`src/rtl/riscv_pipe_pkg.sv`:
```
// rtl/riscv_pipe_pkg.sv - shared EX/MEM payload types and constants
package riscv_pipe_pkg;

  localparam int XLEN_DEF      = 32;
  localparam int REG_AW_DEF    = 5;
  localparam int RES_SEL_W_DEF = 1;

  localparam logic [RES_SEL_W_DEF-1:0] RES_SEL_ALU = 1'b0;
  localparam logic [RES_SEL_W_DEF-1:0] RES_SEL_MEM = 1'b1;

  typedef struct packed {
    logic                     alu_zero;
    logic [XLEN_DEF-1:0]      alu_result;
    logic [XLEN_DEF-1:0]      rf_srcB;
    logic [REG_AW_DEF-1:0]    rf_wa;
    logic [XLEN_DEF-1:0]      pc_branch;
    logic                     rf_we;
    logic                     dm_we;
    logic [RES_SEL_W_DEF-1:0] result;
  } ex_mem_payload_t;

  localparam int EX_MEM_PAYLOAD_W = $bits(ex_mem_payload_t);

  // Payload width for non-default parameterisations of the stage.
  function automatic int ex_mem_payload_w(int xlen, int reg_aw, int res_sel_w);
    return 3 * xlen + reg_aw + res_sel_w + 3;
  endfunction

endpackage

```
`src/rtl/pipe_skid_buf.sv`:
```
// rtl/pipe_skid_buf.sv - generic 2-entry skid buffer (head H, skid S) with flush
module pipe_skid_buf #(
  parameter int W = 8
) (
  input  logic         clk,
  input  logic         rst,
  input  logic         flush,
  input  logic         in_valid,
  output logic         in_ready,
  input  logic [W-1:0] in_data,
  output logic         out_valid,
  input  logic         out_ready,
  output logic [W-1:0] out_data
);

  logic [W-1:0] head, skid;
  logic         vh, vs;
  logic         accept, pop;

  // in_ready depends only on the skid flop, so MEM stalls never reach EX combinationally.
  assign in_ready  = ~vs;
  assign out_valid = vh;
  assign out_data  = head;
  assign accept    = in_valid & ~vs;
  assign pop       = vh & out_ready;

  always_ff @(posedge clk) begin
    if (rst) begin
      vh   <= 1'b0;
      vs   <= 1'b0;
      head <= '0;
      skid <= '0;
    end else if (flush) begin
      vh <= 1'b0;
      vs <= 1'b0;
    end else if (vs) begin
      if (pop) begin
        head <= skid;
        vs   <= 1'b0;
      end
    end else if (accept && (!vh || pop)) begin
      head <= in_data;
      vh   <= 1'b1;
    end else if (accept) begin
      skid <= in_data;
      vs   <= 1'b1;
    end else if (pop) begin
      vh <= 1'b0;
    end
  end

endmodule

```
`src/rtl/ex_mem_skid_reg.sv`:
```
// rtl/ex_mem_skid_reg.sv - EX->MEM stage register with skid buffer and flush
// Optional perf counters with EX_MEM_PERF_CNT_EN.
module ex_mem_skid_reg
  import riscv_pipe_pkg::*;
#(
  parameter int XLEN      = 32,
  parameter int REG_AW    = 5,
  parameter int RES_SEL_W = 1,
  parameter int CNT_W     = 16
) (
  input  logic                 clk,
  input  logic                 rst,
  input  logic                 flush,
  input  logic                 in_valid_E,
  output logic                 in_ready_E,
  input  logic                 alu_zero_E,
  input  logic [XLEN-1:0]      alu_result_E,
  input  logic [XLEN-1:0]      rf_srcB_E,
  input  logic [REG_AW-1:0]    rf_wa_E,
  input  logic [XLEN-1:0]      pc_branch_E,
  input  logic                 ctrl_rf_we_E,
  input  logic                 ctrl_dm_we_E,
  input  logic [RES_SEL_W-1:0] ctrl_result_E,
  output logic                 out_valid_M,
  input  logic                 out_ready_M,
  output logic                 alu_zero_M,
  output logic [XLEN-1:0]      alu_result_M,
  output logic [XLEN-1:0]      rf_srcB_M,
  output logic [REG_AW-1:0]    rf_wa_M,
  output logic [XLEN-1:0]      pc_branch_M,
  output logic                 ctrl_rf_we_M,
  output logic                 ctrl_dm_we_M,
`ifdef EX_MEM_PERF_CNT_EN
  output logic [CNT_W-1:0]     stall_cnt,
  output logic [CNT_W-1:0]     bubble_cnt,
`endif
  output logic [RES_SEL_W-1:0] ctrl_result_M
);

  typedef struct packed {
    logic                 alu_zero;
    logic [XLEN-1:0]      alu_result;
    logic [XLEN-1:0]      rf_srcB;
    logic [REG_AW-1:0]    rf_wa;
    logic [XLEN-1:0]      pc_branch;
    logic                 rf_we;
    logic                 dm_we;
    logic [RES_SEL_W-1:0] result;
  } payload_t;

  localparam int PW = ex_mem_payload_w(XLEN, REG_AW, RES_SEL_W);

  payload_t pin, pout;

  assign pin = '{alu_zero: alu_zero_E, alu_result: alu_result_E, rf_srcB: rf_srcB_E,
                 rf_wa: rf_wa_E, pc_branch: pc_branch_E, rf_we: ctrl_rf_we_E,
                 dm_we: ctrl_dm_we_E, result: ctrl_result_E};

  pipe_skid_buf #(.W(PW)) u_skid (
    .clk       (clk),
    .rst       (rst),
    .flush     (flush),
    .in_valid  (in_valid_E),
    .in_ready  (in_ready_E),
    .in_data   (pin),
    .out_valid (out_valid_M),
    .out_ready (out_ready_M),
    .out_data  (pout)
  );

  assign alu_zero_M    = pout.alu_zero;
  assign alu_result_M  = pout.alu_result;
  assign rf_srcB_M     = pout.rf_srcB;
  assign rf_wa_M       = pout.rf_wa;
  assign pc_branch_M   = pout.pc_branch;
  assign ctrl_result_M = pout.result;
  // A bubble must never write architectural state.
  assign ctrl_rf_we_M  = pout.rf_we & out_valid_M;
  assign ctrl_dm_we_M  = pout.dm_we & out_valid_M;

`ifdef EX_MEM_PERF_CNT_EN
  always_ff @(posedge clk) begin
    if (rst) begin
      stall_cnt  <= '0;
      bubble_cnt <= '0;
    end else begin
      if (out_valid_M && !out_ready_M && stall_cnt != '1)
        stall_cnt <= stall_cnt + CNT_W'(1);
      if (!out_valid_M && bubble_cnt != '1)
        bubble_cnt <= bubble_cnt + CNT_W'(1);
    end
  end
`endif

endmodule

```
`config.mk`:
```
export PLATFORM = sky130hd
export DESIGN_NAME = ex_mem_skid_reg
export DESIGN_NICKNAME = d
export VERILOG_FILES = /design/src/rtl/riscv_pipe_pkg.sv /design/src/rtl/pipe_skid_buf.sv /design/src/rtl/ex_mem_skid_reg.sv
export SDC_FILE = /design/constraint.sdc
export NUM_CORES = 1
export LEC_CHECK = 0
export ABC_AREA = 1
export CAP_MARGIN = 20
export CORE_MARGIN = 3
export CORE_UTILIZATION = 45
export DETAILED_ROUTE_END_ITERATION = 10
export GPL_TIMING_DRIVEN = 0
export PLACE_DENSITY = 0.76
export SLEW_MARGIN = 20
export SYNTH_ARGS = -nofsm -noshare
export SYNTH_HDL_FRONTEND = slang
export SYNTH_HIERARCHICAL = 1
export SYNTH_SLANG_ARGS = --single-unit
```
`constraint.sdc`:
```
create_clock -name clk -period 1.55 [get_ports clk]
set_input_delay 0.31 -clock clk [delete_from_list [all_inputs] [get_ports clk]]
set_output_delay 0.31 -clock clk [all_outputs]
set_load 0.02 [all_outputs]
```
==> summary.txt <==
Fin cells = 1952
First-pass GRT wire length = 46040 um
DR pass1 iterations = 7
Vias in the first global route = 9117
Critical path peak fanout = 8
Final period util = 103.5%
Final HPWL DP = 20020 um
Most frequent CP cell = buf_6
Fmax achieved = 623.1 MHz
Comb power frac = 14.9%
TritonCTS clock tree = yes
H-tree depth = 1
Leading area contributor after synthesis = dfxtp_1
Hold Fails Final Rpt = 0
Wirelength, routed = 29550 um
Most frequent cell after synthesis = nand2_1
Cell Pwr Density = 1004 nW/um^2
Clock share of power = 42.3%
Final ANT Viol Nets = 0
Post-route DRC = 0
CP endpoint kind = primary output
Area Overhead vs Synth = 38.94%
Gate count after technology mapping = 1402
Clock Skews = 0.01456 ns
Fin util = 63.96%
Area post-placement = 12200 um^2
Die Ht = 152.9 um
Relative slew margins = 52.99%
Die X = 152.9 um
Max-cap viol count = 0
Gr usage total = 23.48%
Worst path max stage delay = 0.34 ns
Violated checks = setup timing
Vias/cell = 5.035
Max Slew Vio Count = 0
Antenna violations before repair = 2
Predominant post-synthesis flop cell = dfxtp_1
Wire per inst = 15.14 um
Synthesized Nets = 1512
#FFs+latches synth = 212
Synth cell types = 21
Unrepaired setup endpoints after global routing = yes
Final net count = 1770
Setup violators final = 1
Synthesized area per cell = 6.924 um^2
Sw Ratio = 25.81%
Leak = 5.653 nW
Hold Path Class = in -> reg
Post-synthesis cell area = 9707 um^2
Max stage delay cell, worst path = dfxtp_2
Root Buffer = clkbuf_16
PnR worst setup slack = -0.05476 ns
NetSw = 3.494 mW
GP Congestion = 0.8299
Post-synth top area share = 43.72%
Crit-path leading delay family = buffers and inverters
# hold bufs at CTS = 0
Register area share after synthesis = 43.72%
Pin count of the biggest net entering global routing = 13
Critical path buffers and inverters = 4
Total power draw = 13.54 mW
CP Launch Type = flop
Crit-path cells = buf_6 -> inv_8 -> buf_8 -> buf_6
Critical path type = reg -> out
Placed Cells = 1892
Pint = 10.04 mW
Crit path time final = 1.605 ns
Critical Path AT = 1.29 ns
Pre-CTS setup slack = -0.5692 ns
Top cells by count, synth = 514 x nand2_1, 212 x dfxtp_1, 191 x a21oi_1
EDFF count, synth = 0
Status = finished with violations
Syn. warnings = 6
Initial Util = 46.03%
Congestion Overflow GR = 0
Top post-synthesis cells by area = dfxtp_1 44%, nand2_1 20%, a21oi_1 9.8%, nand3_1 5.5%, and2_0 4.8%
Share of layout cells above drive strength 1 = 13.72%
Asr flop ratio synth = 0%
Clock-pin slew on the worst setup and hold paths = 0.06 ns
Row cnt = 53
Part of the power in registers = 42.8%
Number of port buffers = 215
Iter 0 DRT Violations = 530
Die area = 23370 um^2
Via count = 9828
Clk buf depth = 3
CORE AREA = 21090 um^2
Worst path required time = 1.24 ns
Fillers = 1941
# clock sinks = 212
Ports = 217
Worst-Skew Late Latency = 0.52 ns
Transition time of the tightest slew-check pin = 0.7051 ns
CTS buffer count = 24
Post-route design area = 13490 um^2
Peak VDD IR = 695.0 uV
==> layer usage <==
metal / vias up / routed length, um / GRT usage, %
met1: 4499 / 13060 / 31.44
met3: 54 / 1863 / 4.247
met5: - / 13 / 0
met4: 2 / 788 / 7.722
li1: 4981 / - / -
met2: 292 / 13820 / 38.57
==> cell type report <==
cell class / instances / area (um^2) / area share [%]
plain buffers: 114 / 897.1 / 6.652
flip-flops and latches: 212 / 4249 / 31.51
repair buffers: 232 / 2251 / 16.69
diodes: 1 / 2.502 / 0.01855
multi-input cells: 1067 / 4897 / 36.31
clock inverters: 6 / 57.56 / 0.4268
clock buffers: 36 / 747.0 / 5.539
inverters: 9 / 41.29 / 0.3062
well taps: 275 / 344.1 / 2.551
==> repair_timing <==
item	4_1_cts	5_1_grt
endpoints found under the setup margin	282	169
gates resized for setup	169	147
buffers inserted	5	6
pin swaps	2	47
cloned	1	5
==> final timing paths <==
kind / start / to / slack, ns / cells after the start
worst max-delay path: u_skid/vs$_SDFF_PP0_ / in_ready_E / -0.05 / 4
worst min-delay path: flush / u_skid/vs$_SDFF_PP0_ / 0.19 / 2
worst max register to register: u_skid/vs$_SDFF_PP0_ / u_skid/out_data[18]$_SDFFE_PP0P_ / 0.01 / 8
worst min register to register: u_skid/out_data[55]$_SDFFE_PP0P_ / u_skid/out_data[55]$_SDFFE_PP0P_ / 0.46 / 2
==> stage by stage <==
| step | hold slack (ns) | setup TNS (ns) |
|---|---|---|
| floorplan | 0.3885 | 0 |
| global placement | 0.4516 | -90.28 |
| detailed placement | 0.4553 | -95.58 |
| CTS | 0.3633 | -0.1419 |
| global route | 0.2096 | -1.040 |
| finish | 0.1880 | -0.05476 |
==> flip-flops by register name, indices dropped and copies added (netlist names) <==
register	flops
u_skid/skid	105
u_skid/out_data	105
u_skid/vs	1
u_skid/out_valid	1
==> layout by cell type, fill, tap and decap left out, types with 2 or more instances in the layout <==
cell             instances
inv_1                    4
clkbuf_8                 8
nand3_2                  4
a21oi_2                 20
clkbuf_2                10
buf_12                   3
clkbuf_1                21
clkinv_2                 4
dlygate4sd2_1           75
buf_8                   15
and2_1                  37
nor2_1                 105
and2_4                   6
clkdlybuf4s15_1         18
dfxtp_1                210
nand2_1                504
buf_2                   31
nor2_4                   2
clkbuf_4                 7
and2_0                  62
buf_1                    8
buf_6                   26
a21oi_1                191
nand3_1                102
inv_2                    4
nand2_2                 30
clkbuf_16               30
clkdlybuf4s50_1        107
buf_4                   21
==> cells by family after synthesis <==
| kind of cell | Yosys count | share of synthesized area [%] |
|---|---|---|
| and+or+nand+nor | 854 | 37.81 |
| AOI/OAI and AO/OA | 213 | 11.82 |
| DFF | 212 | 43.72 |
| buffers and inverters | 123 | 6.651 |
==> power groups by stage <==
stage	registers (mW)	logic, mW	clock network, mW
3_5_place_dp	5.92	2.02	0
4_1_cts	5.79	1.93	5.80
2_1_floorplan	6.14	0.815	0
6_report	5.79	2.02	5.72
3_3_place_gp	5.91	2.00	0
5_1_grt	5.82	2.20	6.04
Power figures use the tool's default switching activity.
